File: src/rtl/priority_encoder4_2.sv
// Registered request encoder: sticky pending requests, one encoded index issued at a time under valid/ack.
// Optional ROUND_ROBIN_EN rotates priority from the last issued index; default is fixed priority (bit 0 highest).
module priority_encoder4_2 #(
    parameter int N = 4,
    parameter int W = (N > 1) ? $clog2(N) : 1
) (
    input  logic         clk,
    input  logic         reset,
    input  logic         en,
    input  logic [N-1:0] req,
    input  logic         ack,
    output logic [W-1:0] idx,
    output logic         valid,
    output logic [N-1:0] pending,
    output logic         multi
);

    logic [N-1:0] newreq;
    logic         load;
    logic         any_pending;
    logic [W-1:0] sel;
    logic [N-1:0] sel_onehot;

    always_comb begin
        newreq      = en ? req : '0;
        load        = !valid || ack;
        any_pending = |pending;
        // Clearing the lowest set bit leaves something only if two or more were set.
        multi       = |(pending & (pending - N'(1)));
        sel_onehot  = N'(1) << sel;
    end

`ifdef ROUND_ROBIN_EN
    logic [W-1:0] last;

    // Search starts just above the last issued line and wraps.
    always_comb begin
        logic         found;
        int           pos;
        logic [W-1:0] pos_w;
        // NOTE: every variable gets a default before the loop so no path leaves it unassigned (no latch).
        sel   = '0;
        found = 1'b0;
        pos   = 0;
        pos_w = '0;
        for (int k = 0; k < N; k++) begin
            pos   = (int'(last) + 1 + k) % N;
            pos_w = W'(pos);
            if (!found && pending[pos_w]) begin
                sel   = pos_w;
                found = 1'b1;
            end
        end
    end

    always_ff @(posedge clk or posedge reset) begin
        if (reset) begin
            last <= W'(N - 1);
        end else if (load && any_pending) begin
            last <= sel;
        end
    end
`else
    // Scanning downward lets the lowest set bit win.
    always_comb begin
        sel = '0;
        for (int i = N - 1; i >= 0; i--) begin
            if (pending[W'(i)]) begin
                sel = W'(i);
            end
        end
    end
`endif

    // NOTE: state registers use non-blocking assignments so every update sees pre-edge values.
    always_ff @(posedge clk or posedge reset) begin
        if (reset) begin
            valid   <= 1'b0;
            idx     <= '0;
            pending <= '0;
        end else if (load) begin
            if (any_pending) begin
                valid   <= 1'b1;
                idx     <= sel;
                // A same-edge request on the issued line re-sets it as a fresh request.
                pending <= (pending & ~sel_onehot) | newreq;
            end else begin
                valid   <= 1'b0;
                pending <= newreq;
            end
        end else begin
            pending <= pending | newreq;
        end
    end

endmodule
File: config.mk
export PLATFORM = sky130hd
export DESIGN_NAME = priority_encoder4_2
export DESIGN_NICKNAME = d
export VERILOG_FILES = /design/src/rtl/priority_encoder4_2.sv
export SDC_FILE = /design/constraint.sdc
export NUM_CORES = 1
export LEC_CHECK = 0
export CAP_MARGIN = 5
export CORE_AREA = 5 5 42 44
export DETAILED_ROUTE_END_ITERATION = 8
export DIE_AREA = 0 0 47 49
export HOLD_SLACK_MARGIN = 0.05
export PLACE_DENSITY = 0.45
export SLEW_MARGIN = 5
export SYNTH_ARGS = -nofsm -noshare
export SYNTH_HDL_FRONTEND = slang
export SYNTH_SLANG_ARGS = --single-unit
File: constraint.sdc
create_clock -name clk -period 3.35 [get_ports clk]
set_input_delay 0.67 -clock clk [delete_from_list [all_inputs] [get_ports clk]]
set_output_delay 0.67 -clock clk [all_outputs]
set_load 0.005 [all_outputs]
# ---- Word level (Yosys, flattened, before mapping)
# Index checks and enable logic that the tools add are counted.
dict set report op_classes {
  add_sub_neg 1
  shifts 1
  n_mux 6
  bitwise 5
  reduce_logical 5
}
# cell count
set ops {}
lappend ops {{4-bit two-way mux} 3}
lappend ops {{4-bit bitwise AND} 2}
lappend ops {{4-bit bitwise OR} 2}
lappend ops {{4-bit OR reduction} 2}
lappend ops {{2-bit two-way mux} 2}
lappend ops {{4-bit NOT} 1}
lappend ops {{1-bit by 2-bit left shift with 4-bit output, first input constant} 1}
lappend ops {{4-bit by 1-bit subtractor with 4-bit output, second input constant} 1}
lappend ops {{2-bit AND reduction} 1}
lappend ops {{1-bit logical NOT} 1}
lappend ops {{1-bit logical OR} 1}
lappend ops {{1-bit two-way mux} 1}
dict set report totals {
  register_bits 7
  out_inout_bits 8
  word_cells 21
}

# ---- Longest topological paths before layout
# Gate-level depths: netlist (run 1).
dict set report logic_depth {
  word_depth 8
  ltp_mapped 3
  mapped_depth_nobuf 3
}

# ---- Worst setup path before layout (run 1)
# Ideal clock, no wire load.
dict set report synth_path {
  path_kind {reg-to-output}
  from {reg pending[2]}
  to {out multi}
  arrival_time_ns 0.917
  slack_ns 1.763
  stages_incl_launch_ff 3
  n_path_buf 0
  cell_sequence {dfrtp_1 > maj3_1 > o21a_1}
}
dict set report synth_between {
  elab_chain_cells 3
}
# item line
set synth_lines {}
lappend synth_lines {{from (decl)} 14} ;# output logic [N-1:0] pending,
lappend synth_lines {{from (signal assigned)} 86} ;# pending <= (pending & ~sel_onehot) | newreq;
lappend synth_lines {{from (signal assigned)} 89} ;# pending <= newreq;
lappend synth_lines {{from (signal assigned)} 92} ;# pending <= pending | newreq;
lappend synth_lines {{4-bit by 1-bit subtractor with 4-bit output} 29} ;# multi = |(pending & (pending - N'(1)));
lappend synth_lines {{4-bit bitwise AND *} 29}
lappend synth_lines {{4-bit OR reduction *} 29}
lappend synth_lines {{to (decl)} 15} ;# output logic multi
# Every way passes the cells marked *; elsewhere a longest branch is shown, timed or not.

# ---- Worst setup path after layout (run 1)
# Ends and elaborated chain as after synthesis.

==> results.tsv, run 1 <==
stage	metric	value	unit
outcome	outcome	complete, no violations	
synthesis	Synth Area in Compound Gates	0.179	
final_layout	ANT cells	0	
synthesis	synthesized area	259	µm²
grt	vias in the first global route	257	
setup_path	CP Cell Sequence	maj3_1 > o21a_1 > clkdlybuf4s50_1	
final_layout	synth-to-layout area growth	67.6	%
die	DIE WIDTH	47	µm
clocking	Max H-tree Level	1	
setup_path	critical path type	reg2out	
sta	fin crit share	0.692	
setup_path	critical path's largest stage delay	0.46	ns
clocking	Worst-path clk slew	0.04	ns
hold_path	worst hold start	idx[0]	
setup_path	worst r2r src	pending[1]	
clocking	Resized cells post-CTS	0	
grt	GRT Residual Overflow	0	
drt	Post-DRT Antenna Nets	0	
place	I/O Buffers	14	
grt	largest net degree at the start of global routing	7	
sta	RSZ-0062 raised after global routing	no	
synthesis	FF+latch count, synth	6	
sta	Fmax	431	MHz
die	Std-Cell Rows	14	
final_layout	filler cell count	148	
drt	via count	240	
clocking	CTS tree	built	
grt	first-pass GRT wire length	1.12	mm
final_layout	share of cells above drive strength 1	0.103	
pwr	peak supply drop	193	µV
clocking	TritonCTS sink count	6	
drt	WL/cell	13.0	µm
flow_run	MaxCap Viol Count	0	
drt	Final Routed Wirelength	715	µm
synthesis	combinational family with the most area after synthesis	compound AO/OA/AOI/OAI gates	
synthesis	Post-Syn Instances	23	
die	Core Region	1400	µm²
synthesis	synth warn	0	
setup_path	critical path fanouts, max	4	
synthesis	Synth Area in XOR/XNOR	0	
sta	# setup viols final	0	
die	I/O pin count	16	
setup_path	Setup crit end kind	primary output	
drt	Residual DRC	0	
sta	Tmin final	2.32	ns
die	initial core utilization	0.185	
synthesis	Simple-Gate Fraction of Synth Area	0.145	
pwr	Pwr Density	394	nW/µm²
clocking	clk_lat worst skew	0.24	ns
grt	antenna violations before repair	0	
sta	Hold Slack	0.528	ns
sta	Worst Clk Skew	0.00139	ns
clocking	setup bufs post-CTS	0	
sta	final hold vios	0	
setup_path	Worst EP arrival	1.65	ns
drt	post-DR vias/cell	4.36	
clocking	Num CTS Buffers	3	
synthesis	Post-Synth Adder-Cell Area	0.0386	
final_layout	NumNets Final	49	
sta	Slew Limit Fails	0	
synthesis	Syn Area/Cell	11.3	µm²
sta	setup TNS	0	ns
die	Die H	49	µm
clocking	CTS root buf	clkbuf_4	
drt	drt first-iter violations	1	
clocking	# hold bufs at CTS	0	
place	RePlAce Congestion	0.624	
synthesis	sequential area share after synthesis	0.580	
clocking	CTS Buffer Depth	2	
grt	total track usage	0.0702	
setup_path	CP startpoint kind	register	
setup_path	Worst Path Required	2.68	ns
die	Die Area	2300	µm²
setup_path	top cell family by delay on the critical path	buffers and inverters	
synthesis	mux share of post-synthesis cell area	0	
setup_path	CP startpoint	pending[2]	
synthesis	syn nets	31	
hold_path	HP Class	reg2reg	
synthesis	Synth cell types	15	
setup_path	Crit-path slowest cell	clkdlybuf4s50_1	
pwr	P_leak	0.170	nW
setup_path	worst path bufs/invs	1	
drt	DRT Pass-1 Iters	4	
-- routing by layer --
| layer | vias up | GRT usage | wire length, µm |
|---|---|---|---|
| met3 | 2 | 0.0443 | 109 |
| met4 | 0 | 0.0645 | 12 |
| met1 | 110 | 0.0719 | 291 |
| li1 | 110 | - | - |
| met2 | 18 | 0.0928 | 301 |
| met5 | - | 0 | 0 |
-- cells in the final DEF (no fill, tap or decap), types with 2 or more instances in the layout --
cell type,netlist,final
clkdlybuf4s50_1,0,14
dfrtp_1,6,6
clkbuf_4,0,3
a21oi_1,2,2
a21o_1,2,2
nand2_1,2,2
-- cells in the mapped netlist --
cell type	instances	area share
nand2b_1	1	0.024
maj3_1	1	0.039
inv_1	1	0.014
a22o_1	1	0.034
conb_1	1	0.014
or3_4	1	0.043
dfrtp_1	6	0.58
o21ai_0	1	0.019
a21oi_1	2	0.039
buf_4	1	0.029
nand2_1	2	0.029
or3_1	1	0.024
a21o_1	2	0.058
nor2b_1	1	0.024
o21a_1	1	0.029
-- cells by family (layout without fill, tap and decap cells) --
logic type      count (synthesis)  after routing
flops                           6              6
buf+inv                         2             18
other cells                     1              1
simple gates                    6              6
compound gates                  7              7
fa+ha+maj                       1              1
-- worst reg2reg max path, stage by stage (launching register included) --
cell     delay [ns]
dfrtp_1        0.41
or3_4          0.42
or3_1          0.35
-- per-stage QoR --
step | cells | power (mW) | cell area [µm²] | util | worst slack, ns
after floorplan | 23 | 0.0883 | 259 | - | 1.76
after global placement | 52 | 0.106 | 412 | 0.294 | 1.32
after detailed placement | 52 | 0.107 | 412 | 0.294 | 1.28
after CTS | 55 | 0.176 | 434 | 0.310 | 1.00
after global routing | 55 | 0.181 | 434 | 0.310 | 0.959
final | 55 | 0.171 | 434 | 0.310 | 1.03
-- registers in the layout (all words and copies together) (netlist names) --
signal,cells
pending,4
idx,1
valid,1
-- worst paths after layout --
kind / slack, ns / to / depth (start not counted)
max in group asynchronous: 2.50 / pending[0] / 2
hold / removal: 0.53 / idx[0] / 2
min in group asynchronous: 0.66 / idx[0] / 2
setup / recovery: 1.03 / multi / 3
hold reg to reg: 0.53 / idx[0] / 2
setup reg to reg: 2.06 / valid / 2
-- power by group --
group | switching [mW] | leakage (nW) | total (mW) | internal (mW)
Combinational | 0.00814 | 0.0953 | 0.0246 | 0.0165
Sequential | 0.00434 | 0.0607 | 0.0812 | 0.0769
Clock | 0.0246 | 0.0138 | 0.0650 | 0.0404
Total | 0.0371 | 0.170 | 0.171 | 0.134
-- layout make-up --
type,count,area [µm²],share of cell area
Timing Repair Buffer,14,140,0.323
Tap cell,16,20.0,0.0461
Sequential cell,6,150,0.346
Clock buffer,3,22.5,0.0519
Inverter,1,3.75,0.00865
Multi-Input combinational cell,15,97.6,0.225
Note: power is estimated with default switching activity, not from simulation.
==> run 2, diff against run 1 <==
clock period = 2.15 ns   (was 3.35 ns; I/O delays follow)
==> results.tsv, run 2 (synthesis results as in run 1) <==
stage	metric	value	unit	change
clocking	TritonCTS sink count	6		unchanged
setup_path	critical path type	reg2out		
die	Std-Cell Rows	14		unchanged
grt	GRT Residual Overflow	0		unchanged
drt	DRT Pass-1 Iters	4		unchanged
drt	Final Routed Wirelength	725	µm	+1.4%
clocking	CTS Buffer Depth	2		unchanged
final_layout	most frequent cells in the layout	14 x clkdlybuf4s50_1, 6 x dfrtp_1, 3 x clkbuf_4		
clocking	Worst-path clk slew	0.04	ns	about the same
clocking	CTS root buf	clkbuf_4		
grt	antenna violations before repair	0		unchanged
die	Die H	49	µm	unchanged
drt	via count	244		+1.7%
final_layout	share of cells above drive strength 1	0.125		+0.0224
final_layout	Largest Register	pending		
setup_path	Worst Path Required	1.72	ns	-0.96 ns
setup_path	Setup crit end kind	primary output		
die	Die Area	2300	µm²	unchanged
flow_run	MaxCap Viol Count	0		unchanged
place	I/O Buffers	14		unchanged
drt	drt first-iter violations	1		unchanged
pwr	peak supply drop	302	µV	+56%
grt	total track usage	0.0702		unchanged
sta	Slew Limit Fails	0		unchanged
sta	setup TNS	0	ns	unchanged
final_layout	ANT cells	0		unchanged
final_layout	synth-to-layout area growth	70.5	%	
sta	Tmin final	2.07	ns	
grt	vias in the first global route	257		unchanged
sta	Worst Clk Skew	0.00185	ns	+0.000467 ns
sta	fin crit share	0.963		
grt	first-pass GRT wire length	1.12	mm	unchanged
drt	Post-DRT Antenna Nets	0		unchanged
final_layout	NumNets Final	50		+2.0%
setup_path	CP startpoint kind	register		
setup_path	CP Cell Sequence	or3_4 > o21a_1 > clkdlybuf4s50_1		
final_layout	biggest regs	pending (4), idx (1), valid (1)		
die	I/O pin count	16		unchanged
setup_path	Worst EP arrival	1.64	ns	about the same
drt	met1 WL	298	µm	+2.4%
hold_path	HP Class	in2async		
sta	Hold Slack	0.416	ns	-0.113 ns
drt	met3 routed WL	109	µm	unchanged
grt	largest net degree at the start of global routing	7		unchanged
final_layout	Util after Layout	0.315		+0.00536
die	Core Region	1400	µm²	unchanged
final_layout	max reg flops	4		unchanged
drt	Residual DRC	0		unchanged
drt	post-DR vias/cell	4.36		-0.15%
setup_path	critical path fanouts, max	4		unchanged
clocking	CTS tree	built		
clocking	# hold bufs at CTS	0		unchanged
clocking	clk_lat worst skew	0.24	ns	about the same
sta	# setup viols final	0		unchanged
drt	WL/cell	12.9	µm	-0.41%
pwr	Pwr Density	603	nW/µm²	+53%
clocking	Num CTS Buffers	3		unchanged
final_layout	leading cell type in the layout, fill and taps excluded	clkdlybuf4s50_1		
final_layout	filler cell count	149		+0.68%
pwr	P_leak	0.174	nW	+2.4%
place	RePlAce Congestion	0.624		unchanged
sta	Fmax	483	MHz	
die	DIE WIDTH	47	µm	unchanged
setup_path	Crit-path slowest cell	clkdlybuf4s50_1		
die	initial core utilization	0.185		unchanged
drt	top layer in use	met4		
sta	final hold vios	0		unchanged
drt	DR WL met2	305	µm	+1.3%
pwr	Pwr Total	0.266	mW	+56%
outcome	outcome	complete, no violations		
clocking	Max H-tree Level	1		unchanged
sta	RSZ-0062 raised after global routing	no		
clocking	Resized cells post-CTS	0		unchanged
setup_path	critical path's largest stage delay	0.46	ns	about the same
[run 2: changes by cell type in the layout (fill, tap and decap cells not counted), sizes merged]
cell and delta:
buf +1
[run 2: what timing repair did]
| item | 4_1_cts | 5_1_grt |
|---|---|---|
| setup buffers | 0 | 1 |
| endpoints found under the hold margin | 0 | 0 |
| setup endpoints to repair | 0 | 1 |
[run 2: metrics by stage]
stage,instance area [µm²],cells,setup slack (ns)
after floorplan,259,23,0.803
after global placement,412,52,0.361
after detailed placement,412,52,0.319
after CTS,434,55,0.0434
after global routing,442,56,0.0297
final,442,56,0.0799
[run 2: final timing paths]
check	startpoint	endpoint	slack [ns]	cells past startpoint
worst max-delay path	pending[1]	multi	0.08	3
worst min-delay path	reset	idx[0]	0.42	2
worst max register to register	pending[1]	valid	0.86	2
worst min register to register	idx[0]	idx[0]	0.53	2
max in group asynchronous	reset	pending[0]	1.54	2
min in group clk	idx[0]	idx[0]	0.53	2
[run 2: cell type report]
class                           instances  area (µm²)  area share
Inverter                                1        3.75     0.00850
Multi-Input combinational cell         15        97.6       0.221
Clock buffer                            3        22.5      0.0510
Timing Repair Buffer                   15         148       0.334
Sequential cell                         6         150       0.340
Tap cell                               16        20.0      0.0453
[run 2: worst max-delay path, delay by kind of cell (launching register included)]
kind / cells / cell delay [ns]
AO/OA/AOI/OAI: 1 / 0.12
buffers and inverters: 1 / 0.46
flip-flops: 1 / 0.41
AND/OR/NAND/NOR: 1 / 0.42
[run 2: power by group]
part,internal [mW],switching (mW)
clock network,0.0630,0.0385
logic,0.0257,0.0127
registers,0.120,0.00676
total,0.208,0.0580
[run 2: routing by layer]
| layer | up-vias | GRT usage |
|---|---|---|
| met4 | 0 | 0.0645 |
| met1 | 112 | 0.0719 |
| met2 | 18 | 0.0928 |
| li1 | 112 | - |
| met5 | - | 0 |
| met3 | 2 | 0.0443 |
